`src/rtl/shadow_stack_ctrl_pkg.sv`:
```
// rtl/shadow_stack_ctrl_pkg.sv - shared widths, command/LSU op types, exception record and cause codes
package shadow_stack_ctrl_pkg;

    localparam int unsigned XLEN          = 64;
    localparam int unsigned VLEN          = 39;
    localparam int unsigned TRANS_ID_BITS = 3;
    localparam int unsigned SS_SLOT_BYTES = 8;

    localparam logic [XLEN-1:0] SS_OVERFLOW  = 64'd24;
    localparam logic [XLEN-1:0] SS_UNDERFLOW = 64'd25;
    localparam logic [XLEN-1:0] SS_MISMATCH  = 64'd26;

    typedef enum logic {
        SS_PUSH = 1'b0,
        SS_POP  = 1'b1
    } ss_op_t;

    typedef enum logic [1:0] {
        FU_NONE   = 2'd0,
        SSPUSH_X1 = 2'd1,
        SSPOP     = 2'd2
    } fu_op_t;

    typedef struct packed {
        logic [XLEN-1:0] cause;
        logic [XLEN-1:0] tval;
        logic            valid;
    } exception_t;

    typedef enum logic [2:0] {
        S_IDLE     = 3'd0,
        S_ISSUE    = 3'd1,
        S_WAIT_RSP = 3'd2,
        S_RESP     = 3'd3,
        S_DRAIN    = 3'd4
    } ss_state_t;

    // Exceptions raised by the controller itself carry no tval.
    function automatic exception_t ss_exception(input logic [XLEN-1:0] cause);
        exception_t ex;
        ex.cause = cause;
        ex.tval  = '0;
        ex.valid = 1'b1;
        return ex;
    endfunction

endpackage

```
`src/rtl/shadow_stack_ctrl.sv`:
```
// rtl/shadow_stack_ctrl.sv - shadow-stack push/pop sequencer into the LSU port; bounds checks enabled by SS_BOUNDS_CHECK_EN
module shadow_stack_ctrl
    import shadow_stack_ctrl_pkg::*;
#(
    parameter int unsigned SLOT_BYTES = SS_SLOT_BYTES
) (
    input  logic                     clk_i,
    input  logic                     rst_ni,
    input  logic                     flush_i,
    input  logic                     cmd_valid_i,
    output logic                     cmd_ready_o,
    input  ss_op_t                   cmd_op_i,
    input  logic [VLEN-1:0]          cmd_data_i,
    input  logic [TRANS_ID_BITS-1:0] cmd_trans_id_i,
    output logic                     lsu_req_valid_o,
    input  logic                     lsu_req_ready_i,
    output fu_op_t                   lsu_op_o,
    output logic [VLEN-1:0]          lsu_vaddr_o,
    output logic [XLEN-1:0]          lsu_data_o,
    input  logic                     lsu_rsp_valid_i,
    input  logic [XLEN-1:0]          lsu_rsp_data_i,
    input  exception_t               lsu_rsp_ex_i,
    output logic                     res_valid_o,
    output logic [TRANS_ID_BITS-1:0] res_trans_id_o,
    output exception_t               res_ex_o,
    input  logic                     ssp_we_i,
    input  logic [VLEN-1:0]          ssp_wdata_i,
    input  logic [VLEN-1:0]          ssp_base_i,
    input  logic [VLEN-1:0]          ssp_limit_i,
    output logic [VLEN-1:0]          ssp_o,
    output logic                     busy_o
);

    localparam logic [VLEN:0] SLOT_EXT = (VLEN+1)'(SLOT_BYTES);

    ss_state_t                r_state;
    ss_state_t                w_state_nxt;
    logic [VLEN-1:0]          r_ssp;
    logic [VLEN-1:0]          r_data;
    logic [VLEN-1:0]          r_vaddr;
    ss_op_t                   r_op;
    logic [TRANS_ID_BITS-1:0] r_id;
    exception_t               r_ex;

    logic [VLEN:0]   w_push_addr_ext;
    logic [VLEN-1:0] w_ssp_inc;
    logic            w_push_ovf;
    logic            w_pop_unf;
    logic            w_bounds_fail;
    logic            w_accept;
    logic            w_rsp_fire;
    logic            w_dropped;
    logic            w_commit;
    logic            w_mismatch;
    logic            w_unused;

    // Extra top bit catches a push that would wrap below address zero.
    assign w_push_addr_ext = {1'b0, r_ssp} - SLOT_EXT;
    assign w_ssp_inc       = r_ssp + SLOT_EXT[VLEN-1:0];

`ifdef SS_BOUNDS_CHECK_EN
    logic [VLEN:0] w_pop_end_ext;
    assign w_pop_end_ext = {1'b0, r_ssp} + SLOT_EXT;
    assign w_push_ovf    = w_push_addr_ext[VLEN] || (w_push_addr_ext[VLEN-1:0] < ssp_base_i);
    assign w_pop_unf     = w_pop_end_ext > {1'b0, ssp_limit_i};
    assign w_unused      = ^lsu_rsp_data_i[XLEN-1:VLEN];
`else
    assign w_push_ovf    = 1'b0;
    assign w_pop_unf     = 1'b0;
    assign w_unused      = ^{lsu_rsp_data_i[XLEN-1:VLEN], ssp_base_i, ssp_limit_i};
`endif

    assign w_bounds_fail = (cmd_op_i == SS_PUSH) ? w_push_ovf : w_pop_unf;
    assign w_accept      = (r_state == S_IDLE) && cmd_valid_i;
    assign w_mismatch    = lsu_rsp_data_i[VLEN-1:0] != r_data;

    // A response after a flush is consumed silently; only a clean store still moves SSP.
    assign w_rsp_fire = lsu_rsp_valid_i && ((r_state == S_WAIT_RSP) || (r_state == S_DRAIN));
    assign w_dropped  = (r_state == S_DRAIN) || flush_i;
    assign w_commit   = w_rsp_fire && !lsu_rsp_ex_i.valid && (!w_dropped || (r_op == SS_PUSH));

    // State register.
    always_ff @(posedge clk_i or negedge rst_ni) begin
        if (!rst_ni) begin
            r_state <= S_IDLE;
        end else begin
            r_state <= w_state_nxt;
        end
    end

    // Next-state decode; a flush coinciding with the response finishes the drain on the spot.
    always_comb begin
        w_state_nxt = r_state;
        unique case (r_state)
            S_IDLE: begin
                if (cmd_valid_i) begin
                    w_state_nxt = w_bounds_fail ? S_RESP : S_ISSUE;
                end
            end
            S_ISSUE: begin
                if (flush_i) begin
                    w_state_nxt = lsu_req_ready_i ? S_DRAIN : S_IDLE;
                end else if (lsu_req_ready_i) begin
                    w_state_nxt = S_WAIT_RSP;
                end
            end
            S_WAIT_RSP: begin
                if (lsu_rsp_valid_i) begin
                    w_state_nxt = flush_i ? S_IDLE : S_RESP;
                end else if (flush_i) begin
                    w_state_nxt = S_DRAIN;
                end
            end
            S_RESP:  w_state_nxt = S_IDLE;
            S_DRAIN: begin
                if (lsu_rsp_valid_i) begin
                    w_state_nxt = S_IDLE;
                end
            end
            default: w_state_nxt = S_IDLE;
        endcase
    end

    // Handshake outputs decoded from the current state.
    always_comb begin
        cmd_ready_o     = (r_state == S_IDLE);
        lsu_req_valid_o = (r_state == S_ISSUE);
        res_valid_o     = (r_state == S_RESP) && !flush_i;
        busy_o          = (r_state != S_IDLE);
    end

    // Command latch at accept and result exception capture on the response.
    always_ff @(posedge clk_i or negedge rst_ni) begin
        if (!rst_ni) begin
            r_op    <= SS_PUSH;
            r_data  <= '0;
            r_id    <= '0;
            r_vaddr <= '0;
            r_ex    <= '0;
        end else if (w_accept) begin
            r_op    <= cmd_op_i;
            r_data  <= cmd_data_i;
            r_id    <= cmd_trans_id_i;
            r_vaddr <= (cmd_op_i == SS_PUSH) ? w_push_addr_ext[VLEN-1:0] : r_ssp;
            if (w_bounds_fail) begin
                r_ex <= ss_exception((cmd_op_i == SS_PUSH) ? SS_OVERFLOW : SS_UNDERFLOW);
            end else begin
                r_ex <= '0;
            end
        end else if ((r_state == S_WAIT_RSP) && lsu_rsp_valid_i && !flush_i) begin
            if (lsu_rsp_ex_i.valid) begin
                r_ex <= lsu_rsp_ex_i;
            end else if ((r_op == SS_POP) && w_mismatch) begin
                r_ex <= ss_exception(SS_MISMATCH);
            end
        end
    end

    // SSP register; a CSR write overrides a commit in the same cycle.
    always_ff @(posedge clk_i or negedge rst_ni) begin
        if (!rst_ni) begin
            r_ssp <= '0;
        end else if (ssp_we_i) begin
            r_ssp <= ssp_wdata_i;
        end else if (w_commit) begin
            r_ssp <= (r_op == SS_PUSH) ? w_push_addr_ext[VLEN-1:0] : w_ssp_inc;
        end
    end

    assign lsu_op_o       = (r_op == SS_PUSH) ? SSPUSH_X1 : SSPOP;
    assign lsu_vaddr_o    = r_vaddr;
    assign lsu_data_o     = {{(XLEN-VLEN){1'b0}}, r_data};
    assign res_trans_id_o = r_id;
    assign res_ex_o       = r_ex;
    assign ssp_o          = r_ssp;

endmodule
```
`config.mk`:
```
export PLATFORM = sky130hd
export DESIGN_NAME = shadow_stack_ctrl
export DESIGN_NICKNAME = d
export VERILOG_FILES = /design/src/rtl/shadow_stack_ctrl_pkg.sv /design/src/rtl/shadow_stack_ctrl.sv
export SDC_FILE = /design/constraint.sdc
export NUM_CORES = 1
export LEC_CHECK = 0
export CAP_MARGIN = 20
export CORE_AREA = 8 8 242 244
export CTS_BUF_LIST = sky130_fd_sc_hd__clkbuf_8
export DETAILED_ROUTE_END_ITERATION = 12
export DIE_AREA = 0 0 250 252
export DONT_BUFFER_PORTS = 1
export GPL_TIMING_DRIVEN = 0
export HOLD_SLACK_MARGIN = 0.02
export PLACE_DENSITY = 0.46
export SYNTH_ARGS = -nofsm -noshare
export SYNTH_HDL_FRONTEND = slang
export SYNTH_SLANG_ARGS = --single-unit
```
`constraint.sdc`:
```
create_clock -name clk_i -period 5.1 [get_ports clk_i]
set_input_delay 0.51 -clock clk_i [delete_from_list [all_inputs] [get_ports clk_i]]
set_output_delay 0.51 -clock clk_i [all_outputs]
set_load 0.005 [all_outputs]
```
After elaboration in Yosys (flattened, before gate mapping). Cells that the tools add are included. W data, S select, Z words.

Flip-flop bits (word level): 253. Input bits: 360. Output and inout bits: 280. Word-level logic and storage cells: 60.

Add/sub/neg operators: 2. Equal/unequal tests: 9. Mux-type cells: 18. Bitwise gates (word level): 1. Reductions and logical operators: 21.

Operators by type and width (number): $mux W129 (4); $mux W39 (4); $add A39 B4 Y39 const B (1); $ne A39 B39 Y1 (1); $sub A39 B4 Y39 const B (1); $mux W3 (7); $pmux W3 S4 (1); $logic_and A1 B1 Y1 (8); $eq A3 B2 Y1 const B (2); $reduce_bool A3 Y1 (2); $mux W2 (2); $ne A2 B2 Y1 const B (2); $reduce_and A4 Y1 (1); $reduce_bool A2 Y1 (2); $eq A3 B1 Y1 const B (1); $eq A3 B3 Y1 const B (1); $logic_not A1 Y1 (3); $logic_not A3 Y1 (1); $logic_or A1 B1 Y1 (3); $ne A3 B2 Y1 const B (1); $ne A3 B3 Y1 const B (1); $reduce_and A2 Y1 (1); $not A1 Y1 (1).

Logic depth before layout (Yosys ltp).
Depth after elaboration: 7. Mapped depth: 9.

Least setup slack after synthesis. No wires, ideal clock.

Path type: reg2reg. Start point: register r_ssp[4], in the netlist ssp_o[4]. End point: register r_ssp[31], in the netlist ssp_o[31]. Library setup time: 94 ps. Arrival time: 2497 ps. Slack: 2509 ps. Cell stages (with the launch flop): 9. Period minus slack after synthesis: 2591 ps. Cell sequence: dfrtp_1 > clkbuf_1 > inv_1 > ha_1 > or3b_2 > nand4bb_4 > or4_4 > o221a_2 > a221oi_2.

Cells in the longest elaborated chain, start to end: 4.

RTL lines: start, declared (line shadow_stack_ctrl.sv:38) `logic [VLEN-1:0] r_ssp;`; start signal, assigned (line shadow_stack_ctrl.sv:164) `r_ssp <= ssp_wdata_i;`; start signal, assigned (line shadow_stack_ctrl.sv:166) `r_ssp <= (r_op == SS_PUSH) ? w_push_addr_ext[VLEN-1:0] : w_ssp_inc;`; $sub A39 B4 Y39 / $add A39 B4 Y39 (equally long branches) (line shadow_stack_ctrl.sv:58, shadow_stack_ctrl.sv:59); $mux W39 (*) (line shadow_stack_ctrl.sv:166); $mux W39 (*) (line shadow_stack_ctrl.sv:165) `end else if (w_commit) begin`; $mux W39 (*) (line shadow_stack_ctrl.sv:163) `end else if (ssp_we_i) begin`.

Every way passes the cells marked *; elsewhere a longest branch is shown, timed or not. The select of a mux whose other input is x is not followed. A chain may end at the register's enable or synchronous reset.

Final worst setup path.
Start point: register r_state[0]. End point: register r_ex (netlist bit res_ex_o[127]).

RTL lines: start, declared (line shadow_stack_ctrl.sv:36) `ss_state_t r_state;`; start signal, assigned (line shadow_stack_ctrl.sv:87) `r_state <= w_state_nxt;`; $logic_not A3 Y1 (*); named net cmd_ready_o (line shadow_stack_ctrl.sv:11) `output logic cmd_ready_o,`; $logic_and A1 B1 Y1 (*) (line shadow_stack_ctrl.sv:74) `assign w_accept = (r_state == S_IDLE) && cmd_valid_i;`; $reduce_bool A3 Y1 (no line) / $reduce_bool A2 Y1 (equally long branches); $reduce_and A2 Y1 (no line); end signal, assigned (line shadow_stack_ctrl.sv:146) `r_ex <= ss_exception((cmd_op_i == SS_PUSH) ? SS_OVERFLOW : SS_UNDERFLOW);`; end signal, assigned (line shadow_stack_ctrl.sv:152) `r_ex <= lsu_rsp_ex_i;`; end signal, assigned (line shadow_stack_ctrl.sv:154) `r_ex <= ss_exception(SS_MISMATCH);`; end, declared (line shadow_stack_ctrl.sv:43) `exception_t r_ex;`.

The timed path passes the listed nets; every way through them passes the cells marked *.

==> impl_metrics.ini <==
[global_routing]
grt_pass1_vias = 12900
grt.total_usage_pct = 18.2
gr-total-overflow = 0
grt_max_degree = 254
antenna_found_initial = 0
grt_pass1_wl_um = 88400

[detailed_routing]
m1WireLength_um = 23000
drc = 0
vias_per_cell = 4.92
vias = 12400
met3_length_um = 5970
drtPass1Iterations = 7
drt_iter0_markers = 1051
avgRoutedWirePerCell_um = 23.9
met2WireLength_um = 29500
top_layer = met4
drtAntennaViolNets = 0
wirelength_um = 60000

[final_layout]
layout-drive-gt1-share_pct = 8.89
n_antenna_cell = 0
area_growth_pct = 28.8
nets = 2138

[clock_tree]
cts_buffer_depth = 3
ctsHtreeMaxLevel = 2
cts_hold_buf = 186
root_buffer = clkbuf_8
clkTransAtPathRegs_ns = 0.06
clock_latency_ns = 0.59
numCtsBuffers = 46
numClockSinks = 253
cts_tree = yes

[hold_path]
hold_path.class = in2async

[status]
violations = hold timing
status = finished, violations left

[sta]
tightest_slew_ns = 0.967
setup_tns_ns = 0
drv_slew = 0
slew_headroom_pct = 35.6
holdWs_ns = -0.374
skew_ns = 0.0240
setup_violations = 0
fmax_mhz = 281
hold_viol = 253
min_period_ns = 3.56
finalCritPeriodShare_pct = 69.9
rsz0062_at_grt = false

[critical_path]
path_class = reg2reg
worst_r2r_path_depth = 7
cp_max_fo = 10
rrSetupSlack_ns = 1.54
crit_path_start_kind = flop
setup.worst_path.end_class = flop
reg2reg_to = res_ex_o[127]
cp.required_ns = 5.52
reg2reg_from = r_state[0]
cp.arrival_ns = 3.98

[yosys]
async_reset_ff_share_pct = 100
synth_largest_area_cell = dfrtp_1
synth_area_leaders = dfrtp_1, nand2_1, o31ai_1
synth_edf_count = 0
ys_ff_latch = 253
synth_top_cell_area_share_pct = 47.6
syn_inst = 1517
ys_seq_area_share_pct = 47.6
synth_ff_type = dfrtp_1
avgSynthCellArea_sq_um = 8.76
synth_area_sq_um = 13300
synth.distinct_cells = 78
yosysWarningCount = 0

[placement]
hpwl_um = 45900
place_congestion = 0.923
place.port_buffers = 0

[floorplanning]
core-area_sq_um = 54700
ioPinCount = 640
rows = 86
dieArea_sq_um = 63000
die_w_um = 250
initial_utilization_pct = 24.3
die_h_um = 252

[job]
cap_violations = 0

[power]
total_leakage_power_uw = 0.00703
vdd_drop_max_mv = 0.217
p_per_area_nw_per_um2 = 400
## worst max-delay path by stage
stage	startpoint	end	slack [ns]	depth (start not counted)
global route	r_state[0]	lsu_vaddr_o[36]	1.17	8
global placement	r_state[0]	res_ex_o[124]	1.46	7
finish	r_state[0]	res_ex_o[127]	1.54	7
floorplan	ssp_o[4]	ssp_o[31]	2.51	8
detailed placement	r_state[0]	res_ex_o[121]	1.29	7
CTS	r_state[0]	res_ex_o[121]	1.26	7
## state kept, by name, summed over array words and instances, names as in the netlist
| signal | count |
|---|---|
| r_data | 39 |
| ssp_o | 39 |
| res_trans_id_o | 3 |
| lsu_vaddr_o | 39 |
| res_ex_o | 129 |
| r_state | 3 |
| r_op | 1 |
## through the flow
stage / area, sq um / worst slack [ns] / utilization [%] / total power [uW] / instances
after global placement: 14300 / 1.46 / 26.1 / 4680 / 2245
after floorplan: 13400 / 2.51 / - / 3900 / 1541
after global routing: 17100 / 1.17 / 31.3 / 7300 / 2515
after CTS: 17100 / 1.26 / 31.3 / 6980 / 2515
after detailed placement: 14300 / 1.29 / 26.1 / 4710 / 2246
final: 17100 / 1.54 / 31.3 / 6850 / 2515
## cells in the final DEF (no fill, tap or decap), types with 6 or more instances in the layout
cell type        n
nor2b_1          9
nor4_1          35
xor2_1          22
xnor2_1         60
o21ai_0         52
o31ai_1        128
buf_4           27
mux2_2          11
nor2_1          39
buf_2           17
o211ai_1         8
inv_1          159
conb_1          25
a31oi_1          8
or3_1            6
dfrtp_1        253
clkinv_2         6
clkbuf_1        91
clkbuf_8        58
a21oi_1         26
nor3_1          29
dlygate4sd3_1  186
a2111o_1         7
nand2_1        352
a22oi_1          7
or4_1           12
nand3_1         33
nand4_1         32
## critical path: stages (launching register included)
cell,delay [ns]
dfrtp_1,0.44
or3_1,0.50
inv_1,0.26
and2_1,0.16
clkbuf_1,0.30
clkbuf_1,0.77
clkbuf_1,0.78
o31ai_1,0.17
## kinds of logic after synthesis
family	Yosys count	share of synthesized area (%)
other cells	1	0.0282
flops	253	47.6
compound gates	278	14.8
buf+inv	290	9.33
simple gates	598	21.5
fa+ha+maj	2	0.188
mux	13	1.08
xor+xnor	82	5.40
## cells in the mapped netlist, drive strengths merged, types with 8 or more instances
cell type / count
o31ai: 128
o21ai: 53
buf: 52
nor2b: 9
dfrtp: 253
nor4: 41
nand3: 35
inv: 145
o211ai: 8
xnor2: 60
xor2: 22
clkbuf: 92
a31oi: 8
nor2: 40
mux2: 11
a21oi: 26
or4: 15
nand2: 352
nand4: 32
nor3: 32
## what timing repair did
item,CTS,global route
resized for setup,0,0
buffers inserted,0,0
endpoints found under the hold margin,439,253
## metal layers
layer	global-route usage, %	up-vias
li1	-	5659
met2	31.2	603
met5	0	-
met3	6.50	87
met1	21.4	6015
met4	5.40	0
## report_power, final
group          internal, uW  switching, uW  total [uW]
clock                  1180            902        2080
combinational           617           1140        1760
sequential             2430            579        3010
## final cells by class
type	instances	area, sq um
Fill cell	5768	37500
Sequential cell	253	6330
Multi-Input combinational cell	998	5810
Timing Repair Buffer	187	1870
Tap cell	704	881
Clock buffer	58	798
Buffer	144	693
Inverter	146	548
Clock inverter	25	190
Note: power is estimated with default switching activity, not from simulation.
